==> config.mk <==
export PLATFORM = sky130hd
export DESIGN_NAME = qr_givens_sched
export DESIGN_NICKNAME = d
export VERILOG_FILES = /design/src/rtl/qr_givens_sched.sv
export SDC_FILE = /design/constraint.sdc
export NUM_CORES = 1
export LEC_CHECK = 0
export BUFFER_PORTS_ARGS = -buffer_cell sky130_fd_sc_hd__buf_2
export CORE_MARGIN = 2
export CORE_UTILIZATION = 43
export DETAILED_ROUTE_END_ITERATION = 10
export PLACE_DENSITY = 0.67
export RECOVER_POWER = 25
export SYNTH_ARGS = -nofsm -noshare
export SYNTH_HDL_FRONTEND = slang
export SYNTH_SLANG_ARGS = --single-unit
==> constraint.sdc <==
create_clock -name clk -period 1.5 [get_ports clk]
set_input_delay 0.075 -clock clk [delete_from_list [all_inputs] [get_ports clk]]
set_output_delay 0.075 -clock clk [all_outputs]
set_load 0.02 [all_outputs]
==> src/rtl/qr_givens_sched.sv <==
// Command scheduler for an 8x4 Givens-rotation QR on one shared CORDIC rotator.
// Optional QR_SCHED_PERF_EN adds a saturating stall_cnt output.
module qr_givens_sched (
  input  logic       clk,
  input  logic       rst,
  input  logic       start,
  output logic       busy,
  output logic       done,
  output logic       op_valid,
  input  logic       op_ready,
  input  logic       op_done,
  output logic       op_mode,
  output logic [2:0] op_row_p,
  output logic [2:0] op_row_q,
  output logic [1:0] op_col,
  output logic [5:0] op_idx,
  output logic       err
`ifdef QR_SCHED_PERF_EN
  ,
  output logic [15:0] stall_cnt
`endif
);

  typedef enum logic [1:0] {IDLE, ISSUE, WAIT, DONE} state_t;

  state_t     state;
  logic [1:0] piv_col;
  logic       start_ok;
  logic       last_cmd;

  assign start_ok = start && ((state == IDLE) || (state == DONE));
  assign last_cmd = (op_idx == 6'd59);

  always_ff @(posedge clk or posedge rst) begin
    if (rst) begin
      state    <= IDLE;
      busy     <= 1'b0;
      done     <= 1'b0;
      op_valid <= 1'b0;
      op_mode  <= 1'b0;
      op_row_p <= 3'd0;
      op_row_q <= 3'd0;
      op_col   <= 2'd0;
      op_idx   <= 6'd0;
      err      <= 1'b0;
      piv_col  <= 2'd0;
    end else begin
      done <= 1'b0;
      case (state)
        IDLE, DONE: begin
          if (start_ok) begin
            state    <= ISSUE;
            busy     <= 1'b1;
            op_valid <= 1'b1;
            op_mode  <= 1'b0;
            op_row_p <= 3'd6;
            op_row_q <= 3'd7;
            op_col   <= 2'd0;
            op_idx   <= 6'd0;
            piv_col  <= 2'd0;
            err      <= 1'b0;
          end else begin
            state <= IDLE;
          end
        end
        ISSUE: begin
          if (op_ready) begin
            op_valid <= 1'b0;
            state    <= WAIT;
          end
        end
        WAIT: begin
          if (op_done) begin
            if (last_cmd) begin
              state <= DONE;
              busy  <= 1'b0;
              done  <= 1'b1;
            end else begin
              state    <= ISSUE;
              op_valid <= 1'b1;
              op_idx   <= op_idx + 6'd1;
              // Sweep rotation columns right of the pivot, then move up one row pair,
              // then advance the pivot column and restart from the bottom rows.
              if (op_col != 2'd3) begin
                op_col  <= op_col + 2'd1;
                op_mode <= 1'b1;
              end else if (op_row_q != ({1'b0, piv_col} + 3'd1)) begin
                op_row_q <= op_row_q - 3'd1;
                op_row_p <= op_row_p - 3'd1;
                op_col   <= piv_col;
                op_mode  <= 1'b0;
              end else begin
                piv_col  <= piv_col + 2'd1;
                op_row_q <= 3'd7;
                op_row_p <= 3'd6;
                op_col   <= piv_col + 2'd1;
                op_mode  <= 1'b0;
              end
            end
          end
        end
        default: state <= IDLE;
      endcase
      // A completion with nothing outstanding is a protocol error; it wins over a clearing start.
      if (op_done && (state != WAIT))
        err <= 1'b1;
    end
  end

`ifdef QR_SCHED_PERF_EN
  always_ff @(posedge clk or posedge rst) begin
    if (rst)
      stall_cnt <= 16'd0;
    else if (start_ok)
      stall_cnt <= 16'd0;
    else if ((state == ISSUE) && !op_ready && (stall_cnt != 16'hFFFF))
      stall_cnt <= stall_cnt + 16'd1;
  end
`endif

endmodule

# Yosys cells after proc, flatten, opt, wreduce, memory -nomap -nowiden
# Index checks and enable logic that the tools add are counted.
# word_totals
out_inout_bits	19
inputBits	5
word_cells	93
register_bits	23
# op_classes
n_addsub	6
n_eq_ne	13
n_mux	49
reduce_logical	14
# ops
cell	n
two-way mux 3 bit	10
two-way mux 2 bit	11
two-way mux 6 bit	3
two-way mux 1 bit	16
!= test 2 bit (second input constant)	8
case mux 3 bit (2 select lines)	2
case mux 6 bit (2 select lines)	1
AND reduction 4 bit	3
case mux 2 bit (2 select lines)	2
adder 6 x 1 -> 6 bit (second input constant)	1
== test 6 bit (second input constant)	1
case mux 2 bit (3 select lines)	1
nonzero test 2 bit	3
subtractor 3 x 1 -> 3 bit (second input constant)	2
AND reduction 5 bit	1
adder 2 x 1 -> 2 bit (second input constant)	2
== test 2 bit (second input constant)	2
case mux 1 bit (2 select lines)	2
AND reduction 2 bit	2
adder 2 x 1 -> 3 bit (second input constant)	1
!= test 3 bit	1
case mux 1 bit (3 select lines)	1
== test 2 x 1 -> 1 bit (second input constant)	1
logical AND 1 bit	2
other kinds (3)	3

# Logic depth before layout (Yosys ltp)
# logic_depth
depth_word	7
ltp_mapped	8
depth_no_buf	7

# Worst setup path after synthesis
# OpenSTA, ideal clock, no wires.
# synth_timing
kind	reg-to-reg
from	register op_idx[0]
to	register op_row_q[2]
path_slack_ns	-0.254
setup_ns	0.096
required_ns	1.404
arrival_ns	1.659
stages_incl_launch_ff	7
n_path_buf	0
path_cell_list	dfrtp_1 -> ha_1 -> and3b_1 -> a21oi_4 -> and3_1 -> nor2_1 -> a311oi_2
# synth_via
elab_chain_cells	3
# synth_lines
element	line	text
start: declaration	16	output logic [5:0] op_idx,
start signal: assignment	81	op_idx <= op_idx + 6'd1;
== test 6 bit	32	assign last_cmd = (op_idx == 6'd59);
!= test 2 bit (no source line)	-	
AND reduction 5 bit (no source line)	-	
end signal: assignment	88	op_row_q <= op_row_q - 3'd1;
end: declaration	14	output logic [2:0] op_row_q,
# No other way between the ends.
# A chain may end at the register's enable or synchronous reset.

# Worst setup path in the final report
# layout_timing
from	register state[0]
to	register op_row_p[2]
# layout_via
elab_chain_cells	5
elab_cells_between_ends	13
cone_classes	eq/ne (6); mux (1); reduce/logical (6)
# layout_lines
element	line	text
start: declaration	26	state_t state;
start signal: assignment	36	state <= IDLE;
start signal: assignment	52	state <= ISSUE;
start signal: assignment	63	state <= IDLE;
== test 2 bit / zero test 2 bit (equally long branches)	31, 49	
logical OR 1 bit	31	assign start_ok = start && ((state == IDLE) || (state == DONE));
logical AND 1 bit	31	
!= test 2 bit (no source line)	-	
AND reduction 5 bit (no source line)	-	
end signal: assignment	89	op_row_p <= op_row_p - 3'd1;
end: declaration	13	output logic [2:0] op_row_p,
# Parallel ways exist; a longest one is shown, timed or not.

==> results.json <==
{
  "path_class": "reg -> reg",
  "clk_latency_ns": 0.31,
  "pin_count": 24,
  "dp_hpwl_microns": 2222,
  "fmax_mhz": 586.4,
  "synthTopCellsByArea": "dfrtp_1 (45%), ha_1 (6.8%), nand2_1 (5.3%)",
  "n_antenna_cell": 0,
  "grtUsageTotal": 0.1893,
  "crit_slowest_cell": "dfrtp_1",
  "ys_warn_count": 0,
  "p_seq_frac": 0.305,
  "finalHoldViolations": 0,
  "crit_buf_inv": 1,
  "dr.pass1.iters": 7,
  "pwr-share-comb": 0.586,
  "yosys-top-cells-count": "dfrtp_1 (23), nand2_1 (18), inv_1 (11)",
  "dieArea_sq_um": 3435,
  "fin_cells": 228,
  "synthToLayoutAreaGrowth_pct": 52.68,
  "worstSetupEndpointType": "flop",
  "critPathMaxStageDelay_ns": 0.39,
  "yosysSeqAreaShare": 0.4488,
  "ctsLongestPathBuffers": 2,
  "n_fill_cell": 211,
  "hold_path_end": "err",
  "p_per_area_nw_per_um2": 1370,
  "tritoncts": "built",
  "post-route-period-util": 1.137,
  "layout_min_cycle_time_ns": 1.705,
  "whs_path_depth": 2,
  "grt_pass1_vias": 1148,
  "critPathArrivalTime_ns": 1.90,
  "switching_share": 0.4005,
  "startpoint_type": "flop",
  "clkSlewWorstSetupHoldPaths_ns": 0.12,
  "chipHeight_microns": 58.61,
  "antenna_found_initial": 0,
  "overflow": 0,
  "placedCellCount": 208,
  "start_util": 0.4572,
  "htreeDepth": 1,
  "portBuffers": 23,
  "synth_area_per_cell_sq_um": 9.865,
  "crit_required_ns": 1.70,
  "finalSetupViolCount": 19,
  "clkPwrFrac": 0.108,
  "cts_num_sinks": 23,
  "min-delay-start": "op_done",
  "clock_skew_ns": 0.001974,
  "p_int_mw": 1.608,
  "cp_max_fo": 6,
  "cts_root_buffer": "clkbuf_4",
  "wl_per_cell_microns": 14.14,
  "worstReg2RegStart": "state[0]",
  "vias": 1238,
  "peakVddDrop_mv": 0.9746,
  "fin_ws_ns": -0.2054,
  "cts_made_buffers": 3,
  "register_area_sq_um": 578.1,
  "async_reset_ff_frac": 1.000,
  "yosysTopAreaCell": "dfrtp_1",
  "rrSetupSlack_ns": -0.21,
  "drv_cap": 0,
  "hold_class": "in -> reg",
  "synth_cell_types": 38,
  "worst_pin_slew_ns": 0.5854,
  "place_ws_ns": -0.2302,
  "die_w_microns": 58.61,
  "routed_via_density": 5.430,
  "netlist_area_sq_um": 1282,
  "grt_pass1_wl_microns": 5009,
  "coreArea_sq_um": 2805,
  "wl_microns": 3223,
  "nets": 210,
  "ys.flop_type": "dfrtp_1",
  "synth_seq_cells": 23,
  "final_max_slew_viol_count": 0,
  "drt_iter0_drc": 46,
  "failed_checks": "design-rule violations, negative setup slack",
  "critPathTopFamily": "simple AND/OR/NAND/NOR gates",
  "grt_max_degree": 24,
  "drive_gt1_frac": 0.5482,
  "reg2reg_depth": 7,
  "power.switching_mw": 1.074,
  "synth_most_common_cell": "dfrtp_1",
  "drc": 1,
  "multi_input_area_sq_um": 809.5,
  "synth_nets": 142,
  "rsz0062_at_grt": "true",
  "crit_chain": "inv_2 > ha_4 > and3b_2 > a21oi_4 > nand3_4 > nor2_4 > a311oi_2",
  "synth_edf_count": 0,
  "outcome": "finished with violations",
  "place.gp.congestion": 0.7972,
  "antenna_left": 0,
  "synth.top_cell.area_share": 0.4488,
  "slew_headroom": 0.6098,
  "rows": 19,
  "netlist_instances": 130,
  "cellLeakagePower_nw": 0.9312,
  "reg2reg_to": "op_row_p[2]"
}
[per-layer routing]
layer | up-vias | wire [microns] | track usage
met5 | - | 0 | 0
met4 | 0 | 56 | 0.05195
met2 | 31 | 1684 | 0.3242
met1 | 607 | 1379 | 0.2521
li1 | 592 | - | -
met3 | 8 | 103 | 0.02637
[through the flow]
stage / total power, mW / instance area (sq um) / utilization / hold WS, ns / TNS, ns
final: 2.682 / 1958 / 0.6980 / 0.02287 / -2.680
after global routing: 2.841 / 1958 / 0.6980 / 0.01853 / -4.146
after CTS: 2.477 / 1851 / 0.6597 / 0.02155 / -2.144
after detailed placement: 1.948 / 1670 / 0.5955 / 0.1315 / -3.072
after global placement: 1.907 / 1670 / 0.5955 / 0.1275 / -2.489
after floorplan: 1.523 / 1346 / - / 0.07678 / -1.307
[state kept, by name, indices dropped and copies added, names as in the netlist]
signal and cells:
busy 1, done 1, err 1, op_col 2
op_idx 6, op_mode 1, op_row_p 3, op_row_q 3
op_valid 1, piv_col 2, state 2
[worst register-to-register path, cell delays in order, from the launching register on]
cell      delay (ns)
dfrtp_1         0.39
inv_2           0.06
ha_4            0.16
and3b_2         0.23
a21oi_4         0.27
nand3_4         0.15
nor2_4          0.21
a311oi_2        0.12
[cells in the final DEF, fill, tap and decap left out, types with 2 or more instances in the layout]
cell / n
buf_4: 33
buf_2: 23
dfrtp_1: 21
nand2_1: 14
inv_1: 9
o21ai_2: 7
buf_6: 6
o21ai_1: 5
o21ai_0: 4
nand2_2: 4
nor2_1: 4
ha_1: 4
and2_1: 3
nor3_1: 3
ha_4: 3
clkbuf_4: 3
nand2b_1: 2
and3_1: 2
o31ai_1: 2
nand3_4: 2
nand3_1: 2
o31ai_2: 2
xor2_2: 2
xnor2_1: 2
nand3_2: 2
mux2i_1: 2
a311oi_2: 2
dfrtp_2: 2
[how the worst max path moves through the flow]
stage               slack [ns]     endpoint       start  cells past startpoint
floorplan                -0.14  op_row_p[0]  piv_col[0]                      6
global placement         -0.19    op_col[0]    state[0]                      7
detailed placement       -0.23  op_row_q[2]    state[0]                      7
CTS                      -0.18  op_row_p[2]   op_idx[1]                      6
global route             -0.30    op_col[0]    state[0]                      7
finish                   -0.21  op_row_p[2]    state[0]                      7
[repair_timing]
item                                   4_1_cts  5_1_grt
pin swaps                                   14        4
endpoints found under the hold margin       23        0
hold buffers                                 1        0
setup buffers                                9        7
resized for setup                           20       20
setup endpoints to repair                   21       21
[kinds of logic (layout without fill, tap and decap cells)]
logic type,after synthesis,in the layout,synth area share
buf+inv,13,80,0.04390
compound gates,34,34,0.1864
mux,3,3,0.02439
simple gates,46,46,0.2010
xor+xnor,4,4,0.02732
fa+ha+maj,7,7,0.06829
flops,23,23,0.4488
[area by class of cell]
| type | instances | share of cell area |
|---|---|---|
| Timing Repair Buffer | 65 | 0.2351 |
| Inverter | 11 | 0.02300 |
| Multi-Input combinational cell | 94 | 0.4134 |
| Tap cell | 31 | 0.01981 |
| Clock buffer | 4 | 0.01342 |
| Sequential cell | 23 | 0.2952 |
[power groups by stage]
| stage | combinational [mW] | sequential, mW | clock (mW) |
|---|---|---|---|
| after floorplan | 0.584 | 0.939 | 0 |
| after global placement | 1.09 | 0.818 | 0 |
| after detailed placement | 1.12 | 0.826 | 0 |
| after CTS | 1.36 | 0.819 | 0.297 |
| after global routing | 1.69 | 0.830 | 0.322 |
| final | 1.57 | 0.819 | 0.290 |
No activity file was read; power rests on OpenSTA's default activity.
